<file path="config.mk">
export PLATFORM = sky130hd
export DESIGN_NAME = grid_shift_tx
export DESIGN_NICKNAME = d
export VERILOG_FILES = /design/src/rtl/dino_pkg.sv /design/src/rtl/grid_shift_tx_bit_timer.sv /design/src/rtl/grid_shift_tx.sv
export SDC_FILE = /design/constraint.sdc
export NUM_CORES = 1
export LEC_CHECK = 0
export BUFFER_PORTS_ARGS = -buffer_cell sky130_fd_sc_hd__buf_4
export CORE_ASPECT_RATIO = 0.5
export CORE_MARGIN = 8
export CORE_UTILIZATION = 50
export CTS_CLUSTER_SIZE = 14
export DETAILED_ROUTE_END_ITERATION = 10
export PLACE_DENSITY = 0.69
export SYNTH_ARGS = -nofsm -noshare
export SYNTH_HDL_FRONTEND = slang
export SYNTH_SLANG_ARGS = --single-unit
</file>
<file path="constraint.sdc">
create_clock -name clk -period 5.5 [get_ports clk]
set_input_delay 0.275 -clock clk [delete_from_list [all_inputs] [get_ports clk]]
set_output_delay 0.275 -clock clk [all_outputs]
set_load 0.02 [all_outputs]
</file>
<file path="src/rtl/dino_pkg.sv">
// dino_pkg: shared definitions for the LED-grid output path.
//   GRID_W               - width of the grid frame (2 x 8 LEDs)
//   CLK_DIV_DEFAULT      - default sr_clk half-period in clk cycles
//   BLINK_CYCLES_DEFAULT - default game-over blink half-period in clk cycles
//   tx_state_t           - serial transmitter FSM states
package dino_pkg;

  localparam int unsigned GRID_W               = 16;
  localparam int unsigned CLK_DIV_DEFAULT      = 4;
  localparam int unsigned BLINK_CYCLES_DEFAULT = 8_000_000;

  typedef enum logic [1:0] {
    IDLE,
    SHIFT,
    LATCH
  } tx_state_t;

endpackage

</file>
<file path="src/rtl/grid_shift_tx_bit_timer.sv">
// sr_bit_timer: half-period timer for the 595 serial interface.
//   clk       in  system clock
//   reset     in  asynchronous active-low reset
//   start     in  reload the timer (frame accepted)
//   en        in  timer running (SHIFT or LATCH)
//   half_tick out strobe, high for one clk cycle every CLK_DIV cycles while en
module sr_bit_timer
  import dino_pkg::*;
#(
  parameter int unsigned CLK_DIV = CLK_DIV_DEFAULT
) (
  input  logic clk,
  input  logic reset,
  input  logic start,
  input  logic en,
  output logic half_tick
);

  localparam int unsigned   CW     = (CLK_DIV > 1) ? $clog2(CLK_DIV) : 1;
  localparam logic [CW-1:0] RELOAD = CW'(CLK_DIV - 1);

  logic [CW-1:0] count;

  // Reload to CLK_DIV-1 on start, so the first strobe lands CLK_DIV edges later.
  assign half_tick = en && (count == '0);

  always_ff @(posedge clk or negedge reset) begin
    if (!reset) begin
      count <= '0;
    end else if (start) begin
      count <= RELOAD;
    end else if (en) begin
      count <= half_tick ? RELOAD : count - 1'b1;
    end
  end

endmodule

</file>
<file path="src/rtl/grid_shift_tx.sv">
// grid_shift_tx: serial transmitter for the 2x8 LED grid through two
// chained 74HC595 shift registers.
//   clk         in  system clock, rising edge
//   reset       in  asynchronous active-low reset
//   grid_in     in  frame to send; bit 15 = top-left LED, bit 0 = bottom-right
//   game_over   in  level; enables blinking of sr_oe_n
//   frame_valid in  producer requests transfer of grid_in
//   frame_ready out block idle and able to accept a frame
//   sr_data     out serial data to 595 SER (MSB first)
//   sr_clk      out shift clock to 595 SRCLK
//   sr_latch    out storage clock to 595 RCLK
//   sr_oe_n     out output enable to 595 OE, active low
// All outputs are registered.
module grid_shift_tx
  import dino_pkg::*;
#(
  parameter int unsigned CLK_DIV      = CLK_DIV_DEFAULT,
  parameter int unsigned BLINK_CYCLES = BLINK_CYCLES_DEFAULT
) (
  input  logic              clk,
  input  logic              reset,
  input  logic [GRID_W-1:0] grid_in,
  input  logic              game_over,
  input  logic              frame_valid,
  output logic              frame_ready,
  output logic              sr_data,
  output logic              sr_clk,
  output logic              sr_latch,
  output logic              sr_oe_n
);

  localparam int unsigned   BW         = (BLINK_CYCLES > 1) ? $clog2(BLINK_CYCLES) : 1;
  localparam logic [BW-1:0] BLINK_LAST = BW'(BLINK_CYCLES - 1);

  tx_state_t         state;
  // The MSB goes straight to sr_data on accept, so only the remaining
  // 15 bits need to be held for shifting.
  logic [GRID_W-2:0] shadow;
  logic [3:0]        bit_cnt;
  logic              accept;
  logic              half_tick;

  logic [BW-1:0]     blink_cnt;
  logic              blink_phase;

  assign accept = (state == IDLE) && frame_ready && frame_valid;

  sr_bit_timer #(
    .CLK_DIV (CLK_DIV)
  ) u_timer (
    .clk       (clk),
    .reset     (reset),
    .start     (accept),
    .en        (state != IDLE),
    .half_tick (half_tick)
  );

  // Transmit FSM. Each half_tick alternates sr_clk; sr_data only moves on the
  // falling half so setup and hold around the rising edge are CLK_DIV cycles.
  always_ff @(posedge clk or negedge reset) begin
    if (!reset) begin
      state       <= IDLE;
      shadow      <= '0;
      bit_cnt     <= '0;
      frame_ready <= 1'b0;
      sr_data     <= 1'b0;
      sr_clk      <= 1'b0;
      sr_latch    <= 1'b0;
    end else begin
      unique case (state)
        IDLE: begin
          frame_ready <= 1'b1;
          sr_clk      <= 1'b0;
          sr_latch    <= 1'b0;
          if (accept) begin
            shadow      <= grid_in[GRID_W-2:0];
            sr_data     <= grid_in[GRID_W-1];
            bit_cnt     <= 4'd15;
            frame_ready <= 1'b0;
            state       <= SHIFT;
          end
        end

        SHIFT: begin
          if (half_tick) begin
            if (!sr_clk) begin
              sr_clk <= 1'b1;
            end else begin
              sr_clk <= 1'b0;
              if (bit_cnt == '0) begin
                sr_latch <= 1'b1;
                state    <= LATCH;
              end else begin
                bit_cnt <= bit_cnt - 1'b1;
                sr_data <= shadow[GRID_W-2];
                shadow  <= {shadow[GRID_W-3:0], 1'b0};
              end
            end
          end
        end

        LATCH: begin
          if (half_tick) begin
            sr_latch    <= 1'b0;
            frame_ready <= 1'b1;
            state       <= IDLE;
          end
        end

        default: begin
          state <= IDLE;
        end
      endcase
    end
  end

  // Free-running blink timebase; runs independently of game_over so the
  // blink phase is continuous across game-over episodes.
  always_ff @(posedge clk or negedge reset) begin
    if (!reset) begin
      blink_cnt   <= '0;
      blink_phase <= 1'b0;
      sr_oe_n     <= 1'b1;
    end else begin
      if (blink_cnt == BLINK_LAST) begin
        blink_cnt   <= '0;
        blink_phase <= ~blink_phase;
      end else begin
        blink_cnt <= blink_cnt + 1'b1;
      end
      sr_oe_n <= game_over & blink_phase;
    end
  end

endmodule

</file>
==> impl_results.md, run 1 <==
- Top_reg_cell synth: dfrtp_1
- Synth top area share: 51.2%
- Clk_lat worst skew: about 0.31 ns
- Vias in the first global route: roughly 1800
- Sw Ratio: a little under a third
- FFs w/ async S/R, synth: 100%
- Comb pwr share: a little under a quarter
- Status: complete, but fails checks
- Row Count: 18
- Critical Path Source Type: flop
- Drt wl/cell: approximately 14 um
- Layout cells sized above 1: between 10% and 20%
- Cts hold-fix bufs: 0
- Vias/cell: 5.38
- Leakage Power: roughly 1.3 nW
- Critical Path AT: 2.85 ns
- Setup_tns: 0 ns
- Io pins: 25
- CP Max Fanout: 34
- Sequential-to-total area share from yosys stat: a little over half
- 1st-pass router iterations: 4
- Core area: between 4000 and 5000 sq um
- Endpoint class of the critical path: flop
- Post-route clock skew: 0.0136 ns
- Clk buf depth: 2
- Width of the die: around 120 um
- GRT overflow: 0
- Internal: roughly 0.00064 W
- Avg Inst Size Synth: 10.2 sq um
- Clock sinks: 52
- Diode count: 0
- Detail Placement HPWL: roughly 3200 um
- Post-synthesis cell count: between 200 and 250
- Number of flops mapped to enable cells by yosys: 0
- MaxCap Viol Count: 0
- Synth unique cells: 39
- Area Growth Syn to Fin: 13.0%
- Post-synth top area cell: dfrtp_1
- Final Hold Slack: -0.0357 ns
- Post-CTS Repair Setup Buffers: 0
- CTS buffer count: 5
- Type of the most critical hold path: in2async
- Final number of setup-violating endpoints: 0
- Reg area: 1300 sq um
- Drt first-iter violations: roughly 140
- Reg2reg path depth: 3
- Final wirelength: 4650 um
- FF+latch count, synth: 52
- Worst slew pin tran: between 1 and 1.5 ns
- Synth top area cells: dfrtp_1 (51%), mux2i_1 (7.2%), nand2_1 (4.5%)
- Filler cell count: 440
- Period utilization: between 40% and 50%
- Largest net degree at the start of global routing: 53
- Final net count: between 200 and 300
- H-tree levels: 2
- Clock power frac: 23.6%
- Design area: roughly 2800 sq um
- Routed Antenna Nets: 0
- Sequential share of power: 53.1%
- Vias: between 1500 and 2000
- Failing checks: hold timing
- Clk Tree Root Cell: clkbuf_8
- CTS tree: done
- DP Area: roughly 2700 sq um
- First-pass GRT wire length: just over 8000 um
- Cell with the most instances after synthesis: dfrtp_1
- Area of the multi-input gates: 1130 sq um
- Psw: roughly 0.00030 W
- Power Density: between 300 and 400 nW/um^2
- Top cells by count, synth: dfrtp_1 (51), nand2_1 (30), o21ai_0 (20)
- Clk slew on worst S/H paths: about 0.1 ns
- Initial antenna violation count: 0
- Remaining DRCs: 0
- Worst VDD drop: between 0.1 and 0.15 mV
- FMAX: about 0.37 GHz
- Tot GR Track Use: a little over an eighth
- Initial Utilization: 51.2%
- Tmin final: about 2.7 ns
- RSZ-0062 raised after global routing: no
- Placer Congestion: between 0.7 and 0.8
- Data required time of the worst path: between 5 and 6 ns
- Reg-to-reg setup timing slack: between 2 and 3 ns
- Die ar.: about 7600 sq um
- Synthesized Nets: between 200 and 300
- Number of port buffers: 24
- Final Max Tran Viols: 0
- Yosys warnings: 0
- Slew HR: approximately 17%
- R2r endpoint: shadow[6]
- Synth Cell Area: 2490 sq um
- Worst r2r src: state[0]
- Path type of the worst setup path: reg2reg
- Die Y: about 66 um
- Final Hold Fails: 31
- Resized cells post-CTS: 0
==> layout make-up <==
type	instances	area share [%]
Multi-Input combinational cell	177	40.3
Clock buffer	6	2.58
Sequential cell	52	46.3
Tap cell	70	3.11
Clock inverter	2	0.578
Inverter	6	0.800
Timing Repair Buffer	24	6.40
==> cells in the final DEF, fill, tap and decap left out, types with 4 or more instances in the layout <==
cell type | netlist | routed
nand3_1 | 10 | 10
ha_1 | 4 | 4
a21oi_1 | 11 | 11
mux2i_1 | 18 | 18
nand2_1 | 30 | 30
buf_4 | 0 | 24
nor2b_1 | 4 | 4
dfrtp_1 | 51 | 51
xnor2_1 | 10 | 10
o21ai_0 | 20 | 20
nand4_1 | 4 | 4
nor2_1 | 14 | 14
clkbuf_8 | 0 | 5
inv_1 | 6 | 6
nor3_1 | 12 | 11
xor2_1 | 7 | 7
==> cells by family (layout without fill, tap and decap cells) <==
logic type / count (synthesis) / count (layout) / synth area share (%)
and+or+nand+nor: 98 / 98 / 20.6
DFF: 52 / 52 / 52.3
AOI/OAI and AO/OA: 40 / 40 / 9.49
muxes: 18 / 18 / 7.23
xor gates and xnor gates: 17 / 17 / 5.97
buffers and inverters: 15 / 38 / 2.46
adders and majority gates: 4 / 4 / 2.01
==> sequential cells by signal (all words and copies together) (netlist names) <==
| name | flops |
|---|---|
| blink_cnt | 23 |
| sr_clk | 1 |
| blink_phase | 1 |
| sr_oe_n | 1 |
| sr_data | 1 |
| sr_latch | 1 |
| shadow | 15 |
| bit_cnt | 4 |
| frame_ready | 1 |
| state | 2 |
| u_timer.count | 2 |
==> stage by stage <==
step | std cells | hold slack (ns) | total power (W) | util, % | setup WS [ns]
finish | 337 | -0.0357 | 0.000938 | 57.9 | 2.78
global route | 337 | 0.0328 | 0.00101 | 57.9 | 2.44
CTS | 337 | 0.00114 | 0.000951 | 57.9 | 2.75
detailed placement | 329 | 0.350 | 0.000729 | 56.0 | 2.76
global placement | 329 | 0.345 | 0.000714 | 56.0 | 2.87
floorplan | 244 | -0.0206 | 0.000657 | - | 3.68
==> critical path, stage by stage, from the launching register on <==
cell and delay, ns:
dfrtp_1 0.97, nor2_1 0.28, a32oi_2 1.03, o21ai_0 0.24
==> worst max path at each step <==
stage / from / cells after the start / slack (ns) / end
after global placement: state[0] / 3 / 2.87 / shadow[6]
after floorplan: bit_cnt[0] / 7 / 3.68 / shadow[13]
after detailed placement: state[0] / 3 / 2.76 / shadow[14]
after CTS: state[0] / 3 / 2.75 / shadow[14]
after global routing: state[0] / 3 / 2.44 / shadow[5]
final: state[0] / 3 / 2.78 / shadow[6]
==> layer usage <==
| layer | wire [um] | up-vias | global-route usage, % |
|---|---|---|---|
| li1 | - | 903 | - |
| met1 | 2160 | 886 | 15.7 |
| met2 | 2260 | 16 | 22.6 |
| met3 | 158 | 8 | 3.46 |
| met4 | 72 | 0 | 5.76 |
| met5 | 0 | - | 0 |
==> power by group through the flow <==
stage | clock, W | sequential [W] | combinational, W
2_1_floorplan | 0 | 0.000504 | 0.000152
5_1_grt | 0.000244 | 0.000509 | 0.000252
4_1_cts | 0.000228 | 0.000499 | 0.000223
3_3_place_gp | 0 | 0.000503 | 0.000211
6_report | 0.000221 | 0.000498 | 0.000219
3_5_place_dp | 0 | 0.000506 | 0.000223
Power figures use the tool's default switching activity.
==> inputs of run 2 (changes only) <==
==> constraint.sdc (replaced) <==
create_clock -name clk -period 2.5 [get_ports clk]
set_input_delay 0.125 -clock clk [delete_from_list [all_inputs] [get_ports clk]]
set_output_delay 0.125 -clock clk [all_outputs]
set_load 0.02 [all_outputs]
==> impl_results.md, run 2 (same netlist as run 1, synthesis figures left out) <==
- Status: completed
- Final number of setup-violating endpoints: 0
- Vias in the first global route: 1712
- Vias/cell: 5.29
- Number of port buffers: 24
- Die Y: 65.9 um
- Placer Congestion: approximately 0.8
- Drt first-iter violations: 96
- Psw: approximately 0.00065 W
- Endpoint class of the critical path: flop
- Tot GR Track Use: roughly an eighth
- Final net count: between 200 and 300
- Path type of the worst setup path: reg2reg
- Period utilization: between 70 and 80%
- Area Growth Syn to Fin: 14.4%
- Hold path cells: 2
- Clock sinks: 52
- Setup crit start: bit_cnt[0]
- Post-route clock skew: 0.00872 ns
- Most common cell after layout, fill and taps aside: dfrtp_1
- Register bank with the most flops: blink_cnt
- Final wirelength: about 4600 um
- Setup_tns: 0 ns
- Reg-to-reg setup timing slack: between 0.6 and 0.7 ns
- Tmin final: around 1.9 ns
- Worst VDD drop: 0.330 mV
- Data required time of the worst path: between 2 and 3 ns
- Routed Antenna Nets: 0
- Layout cells sized above 1: approximately 15%
- H-tree levels: 2
- Reg2reg path depth: 7
- Most frequent cells in the layout: dfrtp_1 (51), nand2_1 (30), buf_4 (28)
- Largest net degree at the start of global routing: 53
- Row Count: 18
- Filler cell count: about 450
- Final Hold Slack: 0.0296 ns
- CP Max Fanout: 34
- Io pins: 25
- Drt wl/cell: roughly 13 um
- Sw Ratio: a little under a third
- Initial Utilization: 51.2%
- R2r endpoint: bit_cnt[0]
- Internal: 0.00141 W
- Worst slew pin tran: roughly 0.65 ns
- Width of the die: 116 um
- Remaining DRCs: 0
- 1st-pass router iterations: 4
- Detail Placement HPWL: between 3000 and 4000 um
- Critical Path AT: roughly 2.1 ns
- Critical Path Source Type: flop
- Diode count: 0
- Clk buf depth: 2
- Clk Tree Root Cell: clkbuf_8
- Reg area: between 1000 and 1500 sq um
- Type of the most critical hold path: in2reg
- Comb pwr share: between 20% and 30%
- Clock power frac: a little under a quarter
- Worst r2r src: bit_cnt[0]
- First-pass GRT wire length: slightly below 8000 um
- Area of the multi-input gates: approximately 1100 sq um
- CTS tree: done
- CTS buffer count: 5
- Final Max Tran Viols: 0
- Critical path destination: bit_cnt[0]
- Vias: 1808
- Leakage Power: 1.34 nW
- FMAX: 0.528 GHz
- Biggest regs: blink_cnt: 23 flops, shadow: 15 flops, bit_cnt: 4 flops
- Sequential share of power: ~53%
- RSZ-0062 raised after global routing: no
- Clk_lat worst skew: roughly 0.31 ns
- Final Hold Fails: 0
- Die ar.: 7640 sq um
- Initial antenna violation count: 0
- Max reg flops: 23
- Clk slew on worst S/H paths: ~0.10 ns
- Slew HR: between 50 and 60%
- Core area: 4860 sq um
- MaxCap Viol Count: 0
- Power Density: around 730 nW/um^2
- GRT overflow: 0
- Resized cells post-CTS: 0
-- run 2: area by class of cell --
cell class / instances / share of cell area [%]
Tap cell: 70 / 3.07
Clock buffer: 5 / 2.41
Inverter: 6 / 0.790
Multi-Input combinational cell: 177 / 39.6
Timing Repair Buffer: 29 / 7.72
Clock inverter: 3 / 0.746
Sequential cell: 52 / 45.7
-- run 2: power by group through the flow --
| stage | Sequential, W | Combinational, W | Clock [W] |
|---|---|---|---|
| floorplan | 0.00111 | 0.000335 | 0 |
| global placement | 0.00110 | 0.000472 | 0 |
| detailed placement | 0.00111 | 0.000498 | 0 |
| CTS | 0.00110 | 0.000498 | 0.000500 |
| global route | 0.00112 | 0.000569 | 0.000533 |
| finish | 0.00109 | 0.000487 | 0.000487 |
-- run 2: through the flow --
stage | setup WS, ns | std cells | utilization, % | instance area, sq um | power, W
global route | 0.446 | 342 | 58.6 | 2850 | 0.00222
finish | 0.606 | 342 | 58.6 | 2850 | 0.00207
global placement | 0.706 | 333 | 56.6 | 2750 | 0.00158
detailed placement | 0.597 | 333 | 56.6 | 2750 | 0.00161
CTS | 0.577 | 342 | 58.6 | 2850 | 0.00209
floorplan | 0.683 | 244 | - | 2490 | 0.00144
-- run 2: worst min-delay path by stage --
| stage | start | endpoint | slack, ns |
|---|---|---|---|
| finish | game_over | sr_oe_n | 0.03 |
| global route | game_over | sr_oe_n | 0.03 |
| CTS | game_over | sr_oe_n | 0.02 |
| detailed placement | reset | u_timer.count[0] | 0.20 |
| global placement | reset | u_timer.count[0] | 0.19 |
| floorplan | reset | bit_cnt[0] | -0.17 |
-- run 2: worst max-delay path, cell delays in order (launching register included) --
cell,delay [ns]
dfrtp_1,0.39
inv_1,0.12
ha_1,0.15
or3b_1,0.44
a32oi_2,0.20
buf_4,0.30
nor3_1,0.08
a21oi_1,0.14
-- run 2: metal layers --
| layer | GRT usage (%) | vias up | wire (um) |
|---|---|---|---|
| met5 | 0 | - | 0 |
| met4 | 4.32 | 0 | 58 |
| met3 | 3.28 | 6 | 113 |
| met2 | 21.2 | 19 | 2190 |
| met1 | 16.0 | 873 | 2200 |
| li1 | - | 910 | - |
-- run 2: what timing repair did --
| action | CTS | global route |
|---|---|---|
| hold buffers | 1 | 0 |
| buffers inserted | 0 | 0 |
| endpoints found under the hold margin | 51 | 0 |
==> inputs of run 3 (changes only) <==
--- a/config.mk
+++ b/config.mk
@@ -5,13 +5,14 @@
 export SDC_FILE = /design/constraint.sdc
 export NUM_CORES = 1
 export LEC_CHECK = 0
+export ABC_AREA = 1
 export BUFFER_PORTS_ARGS = -buffer_cell sky130_fd_sc_hd__buf_4
 export CORE_ASPECT_RATIO = 0.5
 export CORE_MARGIN = 8
 export CORE_UTILIZATION = 50
 export CTS_CLUSTER_SIZE = 14
 export DETAILED_ROUTE_END_ITERATION = 10
-export PLACE_DENSITY = 0.69
+export PLACE_DENSITY = 0.71
 export SYNTH_ARGS = -nofsm -noshare
 export SYNTH_HDL_FRONTEND = slang
 export SYNTH_SLANG_ARGS = --single-unit
==> constraint.sdc (replaced) <==
create_clock -name clk -period 1.6 [get_ports clk]
set_input_delay 0.08 -clock clk [delete_from_list [all_inputs] [get_ports clk]]
set_output_delay 0.08 -clock clk [all_outputs]
set_load 0.02 [all_outputs]
==> impl_results.md, run 3 <==
- Status: completed
- Post-route clock skew: 0.00558 ns
- Die Y: 69.8 um
- Final wirelength: just over 6000 um
- Post-synth top area cell: dfrtp_1
- Routed Antenna Nets: 0
- Drt wl/cell: ~12 um
- Worst r2r src: blink_cnt[0]
- Tmin final: between 1 and 1.5 ns
- Critical Path Source Type: flop
- Detail Placement HPWL: ~4400 um
- Clk buf depth: 2
- Final Hold Fails: 0
- Sw Ratio: slightly below 40%
- Internal: between 0.003 and 0.004 W
- Min-delay src: grid_in[0]
- CP Max Fanout: 7
- Most frequent cells in the layout: nand2_1 (155), dfrtp_1 (51), nor2_1 (46)
- CTS buffer count: 5
- Worst slew pin tran: 0.647 ns
- Remaining DRCs: 0
- Width of the die: between 100 and 150 um
- Type of the most critical hold path: in2reg
- Hold EP: shadow[0]
- Register bank with the most flops: blink_cnt
- Sequential share of power: between 30% and 40%
- Number of flops mapped to enable cells by yosys: 0
- First-pass GRT wire length: 11100 um
- Vias/cell: around 5
- Placer Congestion: roughly 0.93
- Final Max Tran Viols: 0
- Yosys warnings: 0
- Endpoint class of the critical path: flop
- Slowest CP cell: dfrtp_1
- Io pins: 25
- H-tree levels: 2
- GRT overflow: 0
- FFs w/ async S/R, synth: between 90% and 100%
- Top_reg_cell synth: dfrtp_1
- Post-Place Cells: between 400 and 500
- Max reg flops: 23
- Final Instance Count excl. Fillers: about 500
- Number of port buffers: 24
- Vias in the first global route: between 2000 and 3000
- Die ar.: roughly 8600 sq um
- Slew HR: around 57%
- Diode count: 0
- Comb pwr share: between 40 and 50%
- Worst path bufs/invs: 0
- Drt first-iter violations: 225
- Clock power frac: 23.9%
- Avg Inst Size Synth: a little over 7 sq um
- Synth unique cells: 27
- Synth Cell Area: between 2000 and 3000 sq um
- Worst-path cell chain: ha_1 -> nand2_2 -> nor2_4 -> nand3_1 -> nor2_2 -> nor2_1
- Core area: 5540 sq um
- Area Growth Syn to Fin: 15.9%
- Cell with the most instances after synthesis: nand2_1
- Row Count: 19
- Kind of cell adding the most delay to the critical path: simple AND/OR/NAND/NOR gates
- Final number of setup-violating endpoints: 0
- Clk slew on worst S/H paths: 0.07 ns
- Vias: about 2500
- Largest net degree at the start of global routing: 53
- Period utilization: around nine tenths
- RSZ-0062 raised after global routing: no
- Path type of the worst setup path: reg2reg
- Most common cell after layout, fill and taps aside: nand2_1
- Psw: ~0.0020 W
- FF+latch count, synth: between 50 and 60
- Clk_lat worst skew: a little under 0.3 ns
- Clock sinks: 52
- CTS tree: done
- Tot GR Track Use: between 15 and 20%
- Sequential-to-total area share from yosys stat: 45.0%
- 1st-pass router iterations: 4
- Synthesized Nets: 422
- Layout Utilization: 60.5%
- Biggest regs: blink_cnt: 23 flops, shadow: 15 flops, bit_cnt: 4 flops
- Top cells by count, synth: nand2_1 (156), dfrtp_1 (51), nor2_1 (46)
- Synth top area cells: dfrtp_1 (44%), nand2_1 (20%), nand3_1 (6.6%)
- Clk Tree Root Cell: clkbuf_16
- Reg2reg path depth: 6
- MaxCap Viol Count: 0
- Initial antenna violation count: 0
- Worst VDD drop: slightly below 0.9 mV
- Max stage delay on crit path: 0.37 ns
- FMAX: roughly 0.68 GHz
- Post-synthesis cell count: 398
- Layout cells sized above 1: around an eighth
- Reg-to-reg setup timing slack: about 0.14 ns
- Post-CTS Repair Setup Buffers: 0
- Initial Utilization: a little over half
- Hold path cells: 3
- Setup_tns: 0 ns
- Synth top area share: about 44%
- Leakage Power: 1.76 nW
- Power Density: approximately 1500 nW/um^2
- Final net count: ~450
- Critical Path AT: about 1.6 ns
- Data required time of the worst path: 1.77 ns
- R2r endpoint: blink_cnt[19]
-- run 3: metal layers --
layer	GRT usage, %	vias to the layer above	routed length [um]
li1	-	1283	-
met1	19.1	1165	2870
met2	25.7	44	2980
met3	3.09	12	216
met4	6.75	0	121
met5	0	-	0
-- run 3: power groups by stage --
stage | clock network [W] | logic [W] | registers, W
after floorplan | 0 | 0.00163 | 0.00183
after global placement | 0 | 0.00197 | 0.00181
after detailed placement | 0 | 0.00204 | 0.00182
after CTS | 0.00126 | 0.00206 | 0.00180
after global routing | 0.00131 | 0.00243 | 0.00184
final | 0.00123 | 0.00212 | 0.00180
-- run 3: logic make-up (layout without fill, tap and decap cells) --
family                   after synthesis  count (layout)  share of synthesized area (%)
AND/OR/NAND/NOR                      265             265                           38.9
flip-flops                            52              52                           45.0
XOR/XNOR                              11              11                           3.33
adder cells (fa/ha/maj)                4               4                           1.73
buffers and inverters                 53              83                           8.09
AO/OA/AOI/OAI                         13              13                           2.86
-- run 3: worst min-delay path, cell delays in order --
cell     delay [ns]
buf_4          0.11
nand2_1        0.07
o21ai_2        0.06
-- run 3: area by class of cell --
class | count | area (sq um)
clock buffer | 6 | 129
clock inverter | 2 | 38.8
fill | 489 | 2190
inverter | 46 | 175
multi-input combinational | 293 | 1380
sequential | 52 | 1300
tap | 73 | 91.3
timing repair buffer | 29 | 230
-- run 3: repair_timing --
item / CTS / global route
setup endpoints to repair: 0 / 25
hold endpoints to repair: 52 / 0
gates resized for setup: 0 / 8
hold buffers: 2 / 0
-- run 3: per-stage QoR --
step / setup WS, ns / total power (W) / hold slack, ns / cell area [sq um]
6_report: 0.140 / 0.00515 / 0.0553 / 3350
5_1_grt: 0.00832 / 0.00557 / 0.0607 / 3350
4_1_cts: 0.0464 / 0.00511 / 0.0547 / 3310
3_5_place_dp: 0.0789 / 0.00385 / 0.157 / 3130
3_3_place_gp: 0.145 / 0.00378 / 0.147 / 3130
2_1_floorplan: 0.268 / 0.00346 / -0.216 / 2890
-- run 3: worst max-delay path by stage --
stage,cells past startpoint,start,endpoint
after detailed placement,8,bit_cnt[0],bit_cnt[3]
final,6,blink_cnt[0],blink_cnt[19]
after global placement,8,bit_cnt[0],bit_cnt[0]
after CTS,8,bit_cnt[0],bit_cnt[3]
after global routing,6,blink_cnt[0],blink_cnt[19]
after floorplan,9,bit_cnt[0],sr_data
